<file path="src/rtl/cordic_arbiter.sv">
// Round-robin arbiter sharing one fixed-latency pipelined CORDIC core between N_REQ requesters.
// Tracks per-requester credits and routes each result back via a tag pipeline aligned to the core.
module cordic_arbiter #(
    parameter int unsigned N_REQ    = 3,
    parameter int unsigned WORDLEN  = 16,
    parameter int unsigned N_STAGES = 12,
    parameter int unsigned MAX_OUT  = 4
) (
    input  logic                       clk_i,
    input  logic                       rst_ni,
    input  logic                       en_i,
    input  logic [N_REQ-1:0]           req_valid_i,
    input  logic [N_REQ-1:0]           req_mode_i,
    input  logic [N_REQ*WORDLEN-1:0]   req_x_i,
    input  logic [N_REQ*WORDLEN-1:0]   req_y_i,
    input  logic [N_REQ*WORDLEN-1:0]   req_z_i,
    output logic [N_REQ-1:0]           req_ready_o,
    output logic                       cor_valid_in_o,
    output logic                       cor_mode_o,
    output logic [WORDLEN-1:0]         cor_x_in_o,
    output logic [WORDLEN-1:0]         cor_y_in_o,
    output logic [WORDLEN-1:0]         cor_z_in_o,
    input  logic                       cor_valid_out_i,
    input  logic [WORDLEN-1:0]         cor_x_out_i,
    input  logic [WORDLEN-1:0]         cor_y_out_i,
    input  logic [WORDLEN-1:0]         cor_z_out_i,
    output logic [N_REQ-1:0]           rsp_valid_o,
    output logic [WORDLEN-1:0]         rsp_x_o,
    output logic [WORDLEN-1:0]         rsp_y_o,
    output logic [WORDLEN-1:0]         rsp_z_o,
    output logic                       idle_o,
    output logic                       err_o
);

    localparam int unsigned IW = (N_REQ > 1) ? $clog2(N_REQ) : 1;
    localparam int unsigned CW = $clog2(MAX_OUT + 1);

    logic [IW-1:0]      ptr_q, ptr_d;
    logic [CW-1:0]      outst_q [N_REQ];
    logic [CW-1:0]      outst_d [N_REQ];
    logic [N_REQ-1:0]   eligible;
    logic [IW-1:0]      grant_idx;
    logic [IW-1:0]      cand;
    logic               hs;

    logic               sel_mode;
    logic [WORDLEN-1:0] sel_x, sel_y, sel_z;

    logic               cor_valid_q;
    logic               cor_mode_q;
    logic [WORDLEN-1:0] cor_x_q, cor_y_q, cor_z_q;
    logic [IW-1:0]      issue_idx_q;

    logic [N_STAGES-1:0] tag_v_q;
    logic [IW-1:0]       tag_i_q [N_STAGES];

    logic               tail_v;
    logic               fire;
    logic               mismatch;
    logic [N_REQ-1:0]   rsp_valid_q, rsp_valid_d;
    logic [WORDLEN-1:0] rsp_x_q, rsp_y_q, rsp_z_q;
    logic               err_q;
    logic               cnt_zero;

    always_comb begin
        for (int i = 0; i < N_REQ; i++) begin
            eligible[i] = req_valid_i[i] && en_i && (outst_q[i] < CW'(MAX_OUT));
        end
    end

    // Scan downwards from the farthest offset so the nearest eligible index at/after ptr wins.
    always_comb begin
        grant_idx = '0;
        cand      = '0;
        hs        = 1'b0;
        for (int k = N_REQ - 1; k >= 0; k--) begin
            cand = IW'((int'(ptr_q) + k) % N_REQ);
            if (eligible[cand]) begin
                grant_idx = cand;
                hs        = 1'b1;
            end
        end
    end

    always_comb begin
        req_ready_o = '0;
        if (hs) begin
            req_ready_o[grant_idx] = 1'b1;
        end
    end

    always_comb begin
        ptr_d = ptr_q;
        if (hs) begin
            ptr_d = IW'((int'(grant_idx) + 1) % N_REQ);
        end
    end

    always_comb begin
        sel_mode = 1'b0;
        sel_x    = '0;
        sel_y    = '0;
        sel_z    = '0;
        for (int i = 0; i < N_REQ; i++) begin
            if (grant_idx == IW'(i)) begin
                sel_mode = req_mode_i[i];
                sel_x    = req_x_i[i*WORDLEN +: WORDLEN];
                sel_y    = req_y_i[i*WORDLEN +: WORDLEN];
                sel_z    = req_z_i[i*WORDLEN +: WORDLEN];
            end
        end
    end

    always_ff @(posedge clk_i or negedge rst_ni) begin
        if (!rst_ni) begin
            ptr_q       <= '0;
            cor_valid_q <= 1'b0;
            cor_mode_q  <= 1'b0;
            cor_x_q     <= '0;
            cor_y_q     <= '0;
            cor_z_q     <= '0;
            issue_idx_q <= '0;
        end else begin
            ptr_q       <= ptr_d;
            cor_valid_q <= hs;
            if (hs) begin
                cor_mode_q  <= sel_mode;
                cor_x_q     <= sel_x;
                cor_y_q     <= sel_y;
                cor_z_q     <= sel_z;
                issue_idx_q <= grant_idx;
            end
        end
    end

    // Tags load from the issue register so the last entry lines up with cor_valid_out_i.
    always_ff @(posedge clk_i or negedge rst_ni) begin
        if (!rst_ni) begin
            tag_v_q <= '0;
            for (int k = 0; k < N_STAGES; k++) begin
                tag_i_q[k] <= '0;
            end
        end else begin
            tag_v_q    <= {tag_v_q[N_STAGES-2:0], cor_valid_q};
            tag_i_q[0] <= issue_idx_q;
            for (int k = 1; k < N_STAGES; k++) begin
                tag_i_q[k] <= tag_i_q[k-1];
            end
        end
    end

    assign tail_v   = tag_v_q[N_STAGES-1];
    assign fire     = tail_v && cor_valid_out_i;
    assign mismatch = tail_v ^ cor_valid_out_i;

    always_comb begin
        rsp_valid_d = '0;
        if (fire) begin
            rsp_valid_d[tag_i_q[N_STAGES-1]] = 1'b1;
        end
    end

    always_ff @(posedge clk_i or negedge rst_ni) begin
        if (!rst_ni) begin
            rsp_valid_q <= '0;
            rsp_x_q     <= '0;
            rsp_y_q     <= '0;
            rsp_z_q     <= '0;
            err_q       <= 1'b0;
        end else begin
            rsp_valid_q <= rsp_valid_d;
            if (fire) begin
                rsp_x_q <= cor_x_out_i;
                rsp_y_q <= cor_y_out_i;
                rsp_z_q <= cor_z_out_i;
            end
            if (mismatch) begin
                err_q <= 1'b1;
            end
        end
    end

    // Grant and returned response in the same cycle cancel; saturate at both ends.
    always_comb begin
        for (int i = 0; i < N_REQ; i++) begin
            outst_d[i] = outst_q[i];
            if (req_ready_o[i] && !rsp_valid_q[i] && (outst_q[i] != CW'(MAX_OUT))) begin
                outst_d[i] = outst_q[i] + CW'(1);
            end else if (rsp_valid_q[i] && !req_ready_o[i] && (outst_q[i] != '0)) begin
                outst_d[i] = outst_q[i] - CW'(1);
            end
        end
    end

    always_ff @(posedge clk_i or negedge rst_ni) begin
        if (!rst_ni) begin
            for (int i = 0; i < N_REQ; i++) begin
                outst_q[i] <= '0;
            end
        end else begin
            for (int i = 0; i < N_REQ; i++) begin
                outst_q[i] <= outst_d[i];
            end
        end
    end

    always_comb begin
        cnt_zero = 1'b1;
        for (int i = 0; i < N_REQ; i++) begin
            if (outst_q[i] != '0) begin
                cnt_zero = 1'b0;
            end
        end
    end

    assign idle_o         = cnt_zero && (tag_v_q == '0);
    assign err_o          = err_q;
    assign cor_valid_in_o = cor_valid_q;
    assign cor_mode_o     = cor_mode_q;
    assign cor_x_in_o     = cor_x_q;
    assign cor_y_in_o     = cor_y_q;
    assign cor_z_in_o     = cor_z_q;
    assign rsp_valid_o    = rsp_valid_q;
    assign rsp_x_o        = rsp_x_q;
    assign rsp_y_o        = rsp_y_q;
    assign rsp_z_o        = rsp_z_q;

endmodule

</file>
<file path="config.mk">
export PLATFORM = sky130hd
export DESIGN_NAME = cordic_arbiter
export DESIGN_NICKNAME = d
export VERILOG_FILES = /design/src/rtl/cordic_arbiter.sv
export SDC_FILE = /design/constraint.sdc
export NUM_CORES = 1
export LEC_CHECK = 0
export CAP_MARGIN = 20
export CORE_ASPECT_RATIO = 0.8
export CORE_MARGIN = 5
export CORE_UTILIZATION = 42
export CTS_BUF_LIST = sky130_fd_sc_hd__clkbuf_4 sky130_fd_sc_hd__clkbuf_8 sky130_fd_sc_hd__clkbuf_16
export DETAILED_ROUTE_END_ITERATION = 7
export PLACE_DENSITY_LB_ADDON = 0.2
export SYNTH_ARGS = -nofsm -noshare
export SYNTH_HDL_FRONTEND = slang
export SYNTH_SLANG_ARGS = --single-unit
</file>
<file path="constraint.sdc">
create_clock -name clk_i -period 3.8 [get_ports clk_i]
set_clock_uncertainty 0.2 [all_clocks]
set_input_delay 0.76 -clock clk_i [delete_from_list [all_inputs] [get_ports clk_i]]
set_output_delay 0.76 -clock clk_i [all_outputs]
set_load 0.01 [all_outputs]
</file>
Yosys cells after proc, flatten, opt, wreduce, memory -nomap -nowiden
Cells that the tools add are included.
Widths: inputs -> output; s select.
{ "word_totals": {"elab_cells": 132, "ff_bits": 151, "output_inout_bits": 106, "in_bits": 202} }
{ "op_classes": {"n_div": 4, "n_addsub": 9, "n_bitwise": 1, "mux": 39, "eq_ne": 5, "n_lt_le_gt_ge": 10, "n_reduce_logical": 36} }
{ "op_table": {"columns": ["operator", "count"], "rows": [
  ["$mux 16", 9],
  ["$mod 32x2->32 const B", 3],
  ["$mod 2x2->32 const B", 1],
  ["$mux 3", 8],
  ["$logic_and 1x1->1", 22],
  ["$lt 2x3->1 const B", 5],
  ["$mux 1", 14],
  ["$logic_not 12->1", 1],
  ["$add 3x1->3 const B", 3],
  ["$lt 3x3->1 const B", 3],
  ["$ne 3x3->1 const B", 3],
  ["$reduce_bool 3->1", 3],
  ["$sub 3x1->3 const B", 3],
  ["$add 2x1->3 const B", 2],
  ["$bmux 1 s2", 3],
  ["$logic_not 1->1", 6],
  ["$mux 2", 3],
  ["$reduce_bool 2->1", 3],
  ["$demux 1 s2", 2],
  ["$ge 2x1->1 const B", 2],
  ["$add 2x2->3 const B", 1],
  ["$eq 2x1->1 const B", 1],
  ["$eq 2x2->1 const B", 1],
  ["$logic_not 2->1", 1],
  ["$xor 1x1->1", 1]
]} }

Longest topological paths before layout
Gate-level depths: netlist of run 1.
{ "depth": {"depth_word": 17, "depth_mapped": 19, "mapped_depth_nobuf": 17} }

Worst setup path after synthesis of run 1
Ideal clock, no wire load.
{ "synth_timing": {"path_kind": "reg-to-reg", "startpoint": "reg ptr_q[0]", "endpoint": "reg outst_q[8] in the netlist's numbering", "path_slack_ns": 0.296, "path_buffers": 1, "setup_time_ns": 0.094, "period_less_slack_ns": 3.504, "arrival_time_ns": 3.210, "path_stages_with_launch": 16, "path_cell_list": "dfrtp_1 inv_1 ha_1 buf_2 nand4bb_4 nor2_1 nor3_1 inv_1 ha_1 inv_1 a31oi_2 nand2_1 fa_1 nand2b_1 o31a_1 a211oi_1"} }
{ "synth_between": {"elab_chain_cells": 16, "elab_cells_between_ends": 30, "classes_between": "add/sub (2); div (3); order compare (2); mux (16); reduce/logical (7)"} }
{ "synth_lines": {"columns": ["element", "line", "source"], "rows": [
  ["start: declaration", "38", "logic [IW-1:0] ptr_q, ptr_d;"],
  ["start signal: assignment", "124", "ptr_q <= ptr_d;"],
  ["$add 2x2->3", "77", "cand = IW'((int'(ptr_q) + k) % N_REQ);"],
  ["$mod 32x2->32", "77", null],
  ["$bmux 1 s2", "78", "if (eligible[cand]) begin"],
  ["$mux 1 (implied by the code)", "78", null],
  ["$mux 2 (2 in series)", "78", null],
  ["$mux 2 *", "78", null],
  ["via grant_idx[1]", "42", "logic [IW-1:0] grant_idx;"],
  ["$lt 2x3->1 (implied by the code) or $ge 2x1->1 (tied branches)", "88", "req_ready_o[grant_idx] = 1'b1;"],
  ["$logic_and 1x1->1 (implied by the code)", "88", null],
  ["$mux 1 (implied by the code)", "88", null],
  ["$demux 1 s2 *", "88", null],
  ["$mux 3 *", "87", "if (hs) begin"],
  ["via req_ready_o[0]", "17", "output logic [N_REQ-1:0] req_ready_o,"],
  ["$logic_not 1->1", "189", "end else if (rsp_valid_q[i] && !req_ready_o[i] && (outst_q[i] != '0)) begin"],
  ["$logic_and 1x1->1 (2 in series)", "189", null],
  ["$reduce_bool 2->1 (no source line)", null, null],
  ["end signal: indexed assignment", "202", "outst_q[i] <= outst_d[i];"],
  ["end: declaration", "39", "logic [CW-1:0] outst_q [N_REQ];"]
]} }
The timed path passes the listed nets; every way through them passes the cells marked *. The select of a mux whose other input is x is not followed.
A chain may end at the register's enable or synchronous reset.

Worst setup path in the final report of run 1
{ "layout_timing": {"startpoint": "in req_valid_i[2]", "endpoint": "out req_ready_o[1]"} }
{ "layout_between": {"elab_chain_cells": 12, "elab_cells_between_ends": 20, "classes_between": "order compare (2); mux (15); reduce/logical (3)"} }
{ "layout_lines": {"columns": ["element", "line", "source"], "rows": [
  ["start: declaration", "12", "input logic [N_REQ-1:0] req_valid_i,"],
  ["$logic_and 1x1->1 * (2 in series)", "67", "eligible[i] = req_valid_i[i] && en_i && (outst_q[i] < CW'(MAX_OUT));"],
  ["$bmux 1 s2", "78", null],
  ["$mux 1 (implied by the code)", "78", null],
  ["$mux 2 (2 in series)", "78", null],
  ["$mux 2 *", "78", null],
  ["via grant_idx[0]", "42", null],
  ["$lt 2x3->1 (implied by the code) or $ge 2x1->1 (tied branches)", "88", null],
  ["$logic_and 1x1->1 (implied by the code)", "88", null],
  ["$mux 1 (implied by the code)", "88", null],
  ["$demux 1 s2 *", "88", null],
  ["$mux 3 *", "87", null],
  ["end: declaration", "17", null]
]} }
Marked as above.

==> results of run 1 <==
through the flow:
step           utilization  setup TNS, ps  hold slack [ps]  setup slack (ps)
3_5_place_dp         0.641          -8380              135              -341
6_report             0.684              0              142               123
2_1_floorplan            -              0              131               296
3_3_place_gp         0.641          -2090              136              -183
4_1_cts              0.681              0              144              30.8
5_1_grt              0.684              0              152            0.0688
worst reg2reg max path, stage by stage (launching register included):
cell and delay [ps]:
dfrtp_1 420, inv_1 120, ha_4 190, nor2b_1 280
o21ai_2 110, and3_1 190, nand3_1 100, a21oi_2 70
inv_1 80, ha_1 170, inv_1 60, a31oi_2 180
buf_4 160, nand2_1 70, fa_1 400, nand2b_1 190
o31a_1 270, a211oi_2 220
how the worst min path moves through the flow:
stage	from	endpoint	slack, ps	depth (start not counted)
2_1_floorplan	tag_i_q[2]	tag_i_q[0]	130	0
6_report	tag_i_q[7]	tag_i_q[5]	140	0
5_1_grt	tag_i_q[3]	tag_i_q[1]	150	0
3_5_place_dp	tag_i_q[5]	tag_i_q[3]	130	0
3_3_place_gp	tag_i_q[7]	tag_i_q[5]	140	0
4_1_cts	tag_i_q[7]	tag_i_q[5]	140	0
state kept, by name (all words and copies together) (netlist names):
register,count
tag_v_q,12
tag_i_q,24
cor_y_in_o,16
rsp_y_o,16
ptr_q,2
rsp_x_o,16
err_o,1
cor_valid_in_o,1
cor_z_in_o,16
cor_x_in_o,16
issue_idx_q,2
rsp_valid_o,3
cor_mode_o,1
rsp_z_o,16
outst_q,9
power groups by stage:
stage               Combinational (mW)  Sequential (mW)  Clock [mW]
floorplan                         1.60             2.94           0
global placement                  3.43             2.77           0
detailed placement                3.53             2.82           0
CTS                               3.55             2.80        1.79
global route                      3.90             2.90        1.86
finish                            3.56             2.80        1.75
layout by cell type, fill, tap and decap left out, types with 3 or more instances in the layout:
cell type / n
nor2b_1: 10
nor4_1: 3
nor3_1: 4
mux2_2: 50
inv_1: 13
fa_1: 3
dfrtp_1: 151
a21oi_1: 58
clkinv_2: 3
clkdlybuf4s50_1: 302
ha_2: 4
a22oi_1: 49
xor2_1: 4
a21o_1: 5
clkbuf_16: 17
nand2_1: 55
mux2i_1: 9
nand3_1: 3
o21ai_0: 56
nand2b_1: 5
nor2_1: 62
buf_4: 25
bufinv_16: 4
cell type report:
cell class              instances  area [um^2]  area share
flip-flops and latches        151         3780       0.350
repair buffers                334         3300       0.305
multi-input cells             419         2790       0.258
clock buffers                  19          440      0.0408
well taps                     215          269      0.0249
clock inverters                12          176      0.0163
inverters                      14         55.1     0.00510
cell families after synthesis:
group | Yosys count
XOR/XNOR | 4
AO/OA/AOI/OAI | 185
buffers and inverters | 60
adder cells (fa/ha/maj) | 10
multiplexers | 59
flip-flops | 151
AND/OR/NAND/NOR | 161
repair_timing:
action,4_1_cts,5_1_grt
pin swaps,2,1
setup buffers,1,3
setup endpoints to repair,3,11
gates resized for setup,7,7
routing by layer:
layer,share of wire,global-route usage
met1,0.41,0.249
met5,0,0
met3,0.077,0.0731
met4,0.020,0.0707
met2,0.50,0.359
==> impl_results.md, run 1 <==
- Status: finished clean
- Clk root buf: clkbuf_16
- Number of buffers created by CTS: 17
- Leakage power: 4.65 nW
- Dpl cells: ~1100
- Pre-antenna DRT Iters: 4
- Final HPWL DP: 15400 um
- CTS tree: done
- Synth-to-Final Area Change: 59.8%
- R2R depth: 17
- Final wirelength: 20200 um
- CP startpoint: req_valid_i[2]
- Critical register-to-register path endpoint: outst_q[8]
- Layout Cells excl Fill: 1164
- Power Dens Cells: 750 mW/mm^2
- CP cell instances: clkdlybuf4s50_1 -> and3b_2 -> o21ai_2 -> and3_1 -> nand3_1 -> a21oi_2 -> buf_4 -> ha_2 -> o31ai_4 -> inv_1 -> dlygate4sd2_1
- Fillers: 1238
- Final instance area: 0.0108 mm^2
- Wire per inst: 17.3 um
- Final ANT Viol Nets: 0
- Crit share post-route: 0.968
- Worst setup SP type: primary input
- Clk_lat worst skew: 410 ps
- Ys flop type: dfrtp_1
- Hold_buf cts: 0
- Synth warn: 0
- Share of post-route cells with drive strength above 1: 0.139
- Clock power share: 0.216
- Psw: about 2.7 mW
- Synth top area share: 0.559
- Slew of the pin with the lowest slew margin: slightly above 900 ps
- RSZ-0062 raised after global routing: no
- Clock Pin Slew Worst Setup and Hold Paths: ~60 ps
- Area contributors post-synth: dfrtp_1, mux2_2, a22oi_1, a21oi_1, o21ai_0
- Sw frac: 0.339
- Rows: 41
- Core ar.: 0.0158 mm^2
- CP arrival: 2720 ps
- Number of synthesized flops with an enable pin: 0
- Critical path class: in2out
- Vias per cell: 5.08
- Buffers & Inverters on Critical Path: 4
- Crit. path cell count: 11
- Synth area leader: dfrtp_1
- Cell area after synthesis: a little under 0.007 mm^2
- Number of global-route vias before repair: 6232
- Worst ir drop on vdd: 0.452 mV
- I/O pin count: 308
- CP Max Fanout: 3
- R2R Path Start: ptr_q[0]
- Count leader, synth: dfrtp_1
- R2R setup slack: 240 ps
- Internal Power: roughly 5.4 mW
- Vias: 5917
- CTS Sinks: 151
- Die width: 152 um
- Combinational Power Share: 0.439
- Synth Area in Adders: 0.0218
- Crit path required time: ~2800 ps
- Power Total: 8.11 mW
- Top cell family by delay on the critical path: buffers and inverters
- Endpoints failing hold: 0
- Synth Area in Compound Gates: 0.168
- Initial antenna violation count: 0
- H-tree levels: 4
- Slew HR: 0.377
- Die Area: 0.0187 mm^2
- Largest family of logic cells by synthesized area: compound AO/OA/AOI/OAI gates
- Yosys reg bits: 151
- Distinct cells, synth: 47
- Slowest CP cell: clkdlybuf4s50_1
- GRT Util Overall: 0.209
- Mapped Nets: 842
- Setup violators final: 0
- Worst setup EP type: output port
- Post-synth ARST share: 1.00
- XOR/XNOR Fraction of Synth Area: 0.00518
- Reg power frac: 0.345
- Initial cell density of the core: 0.428
- Biggest cell delay along the critical path: 420 ps
- Global-route wire length before repair: 31500 um
- Max Clk Rate: between 0.2 and 0.3 GHz
- CP Capture Point: req_ready_o[1]
- GRT overflow: 0
- Routability cong.: 0.882
- Antenna cells: 0
- DP Area: 0.0101 mm^2
- Hold Crit Class: reg2reg
- Largest net degree at the start of global routing: ~100
- Gate Count Post-Synth: between 600 and 700
- Seq/Total Area, Yosys: 0.559
- Max-slew violation count: 0
- DRC: 0
- Die Height: 123 um
- NumNets Final: roughly 1100
- Clk buf depth: 2
- Final min period: 3680 ps
- Initial drt markers: approximately 250
- Syn Area/Cell: 10.7 um^2
- PortBufs: 307
- Synth cell count leaders: dfrtp_1, nor2_1, a21oi_1
- Simple-gate share of the synthesized area: 0.113
- Max cap viols: 0
- Post-synthesis mux area share: 0.0966
(Power assumes the default switching activity.)
==> run 2: changes to the inputs <==
--- a/config.mk
+++ b/config.mk
@@ -15,3 +15,4 @@
 export SYNTH_ARGS = -nofsm -noshare
 export SYNTH_HDL_FRONTEND = slang
 export SYNTH_SLANG_ARGS = --single-unit
+export TNS_END_PERCENT = 5
==> run 2 against run 1 <==
Compared with the run above: fmax down 0.90%; register-to-register slack about the same; wire length about the same; clock-buffer cell count unchanged; critical path depth unchanged; sequential share of layout area about the same; first-iteration DRC count up 2.4%; highest routed layer unchanged; largest cell class unchanged; via count about the same; sequential power about the same; combinational power about the same.
==> impl_results.md, run 2 (synthesized netlist as in run 1, its figures left out) <==
- Final instance area: 0.0108 mm^2
- Rows: 41
- Number of global-route vias before repair: just over 6000
- Final wirelength: 20200 um
- Wire per inst: 17.4 um
- Power Total: 8.09 mW
- Initial cell density of the core: 0.428
- Final HPWL DP: 15400 um
- Hold_buf cts: 0
- Clk buf depth: 2
- Global-route wire length before repair: 31500 um
- GRT overflow: 0
- CTS Sinks: 151
- Share of post-route cells with drive strength above 1: 0.137
- Slew HR: 0.378
- Setup Slack @ Placement: -341 ps
- Power Dens Cells: about 750 mW/mm^2
- Dpl cells: 1129
- Initial antenna violation count: 0
- Leakage power: 4.67 nW
- Initial drt markers: 258
- GRT Util Overall: 0.209
- CTS tree: done
- PortBufs: 307
- NumNets Final: 1146
- Final ANT Viol Nets: 0
- Die Area: approximately 0.019 mm^2
- Worst setup SP type: primary input
- Worst ir drop on vdd: 0.448 mV
- DRC: 0
- Clk_lat worst skew: 410 ps
- Layout Cells excl Fill: 1161
- Max reg flops: 24
- Number of buffers created by CTS: 17
- Slew of the pin with the lowest slew margin: 933 ps
- Vias per cell: between 5 and 6
- Most frequent cells in the layout: clkdlybuf4s50_1, dfrtp_1, nor2_1, a21oi_1, o21ai_0
- Antenna cells: 0
- Endpoints failing hold: 0
- Clk root buf: clkbuf_16
- Core ar.: 0.0158 mm^2
- Largest net degree at the start of global routing: 102
- R2R depth: 17
- Hold Path Cell Cnt: 0
- Most common cell after layout, fill and taps aside: clkdlybuf4s50_1
- Hold Crit Class: reg2reg
- Routability cong.: 0.882
- CP arrival: roughly 2800 ps
- Worst setup EP type: output port
- Die Height: 123 um
- Max cap viols: 0
- Max Clk Rate: 0.270 GHz
- Total negative slack: 0 ps
- Crit share post-route: 0.976
- Crit path required time: 2840 ps
- I/O pin count: 308
- Status: finished clean
- DP Area: 0.0101 mm^2
- Largest Register: tag_i_q
- Clock Pin Slew Worst Setup and Hold Paths: 60 ps
- Synth-to-Final Area Change: 60.0%
- Setup violators final: 0
- CP Max Fanout: 4
- H-tree levels: 4
- Setup ws final: ~90 ps
- Final min period: 3710 ps
- Pre-antenna DRT Iters: 4
- Die width: 152 um
- Vias: 5920
- RSZ-0062 raised after global routing: yes
- Critical path class: in2out
- Max-slew violation count: 0
-- run 2: changes by cell type in the layout (fill, tap and decap cells not counted), sizes merged --
cell	before	now
buf	28	25
clkbuf	20	19
dlygate4sd2	2	1
dlymetal6s2s	1	3
-- run 2: final timing paths --
kind | startpoint | to | slack (ps)
hold / removal | tag_i_q[7] | tag_i_q[5] | 140
max in group asynchronous | rst_ni | rsp_x_o[15] | 2380
hold reg to reg | tag_i_q[7] | tag_i_q[5] | 140
min in group asynchronous | rst_ni | cor_x_in_o[13] | 190
setup reg to reg | ptr_q[0] | outst_q[8] | 250
setup / recovery | req_valid_i[1] | req_ready_o[0] | 90
-- run 2: what timing repair did --
action,4_1_cts,5_1_grt
pin swaps,0,2
setup buffers,0,1
gates resized for setup,4,12
endpoints found under the setup margin,3,7
-- run 2: layer usage --
metal	GRT usage	up-vias	part of all wire
met2	0.359	232	0.50
met5	0	-	0
met4	0.0707	0	0.021
met1	0.249	2835	0.41
met3	0.0731	28	0.075
li1	-	2825	-
-- run 2: report_power, final --
part | switching [mW] | internal (mW)
combinational | 1.65 | 1.89
clock | 0.643 | 1.11
sequential | 0.451 | 2.34
total | 2.75 | 5.34
-- run 2: critical path, cell delays in order --
cell	delay, ps
clkdlybuf4s50_1	490
nand3b_2	140
nor2_1	110
o21ai_0	100
a221oi_2	280
nor3_2	110
inv_2	90
ha_1	160
inv_1	60
a31oi_2	170
dlygate4sd2_1	290
-- run 2: area by class of cell --
| cell class | instances | area, um^2 |
|---|---|---|
| fillers | 1227 | 4990 |
| clock buffers | 19 | 440 |
| inverters | 14 | 55.1 |
| flip-flops and latches | 151 | 3780 |
| repair buffers | 331 | 3290 |
| clock inverters | 12 | 176 |
| multi-input cells | 419 | 2810 |
| well taps | 215 | 269 |
-- run 2: per-stage QoR --
step / hold slack (ps) / utilization
3_5_place_dp: 135 / 0.641
4_1_cts: 144 / 0.680
6_report: 141 / 0.684
5_1_grt: 152 / 0.684
2_1_floorplan: 131 / -
3_3_place_gp: 136 / 0.641
==> run 3: changes to the inputs <==
--- a/config.mk
+++ b/config.mk
@@ -12,7 +12,7 @@
 export CTS_BUF_LIST = sky130_fd_sc_hd__clkbuf_4 sky130_fd_sc_hd__clkbuf_8 sky130_fd_sc_hd__clkbuf_16
 export DETAILED_ROUTE_END_ITERATION = 7
 export PLACE_DENSITY_LB_ADDON = 0.2
+export SLEW_MARGIN = 20
 export SYNTH_ARGS = -nofsm -noshare
 export SYNTH_HDL_FRONTEND = slang
 export SYNTH_SLANG_ARGS = --single-unit
-export TNS_END_PERCENT = 5
==> results of run 3 <==
Same layout as run 1: the final DEF is identical, and so are final timing and power.
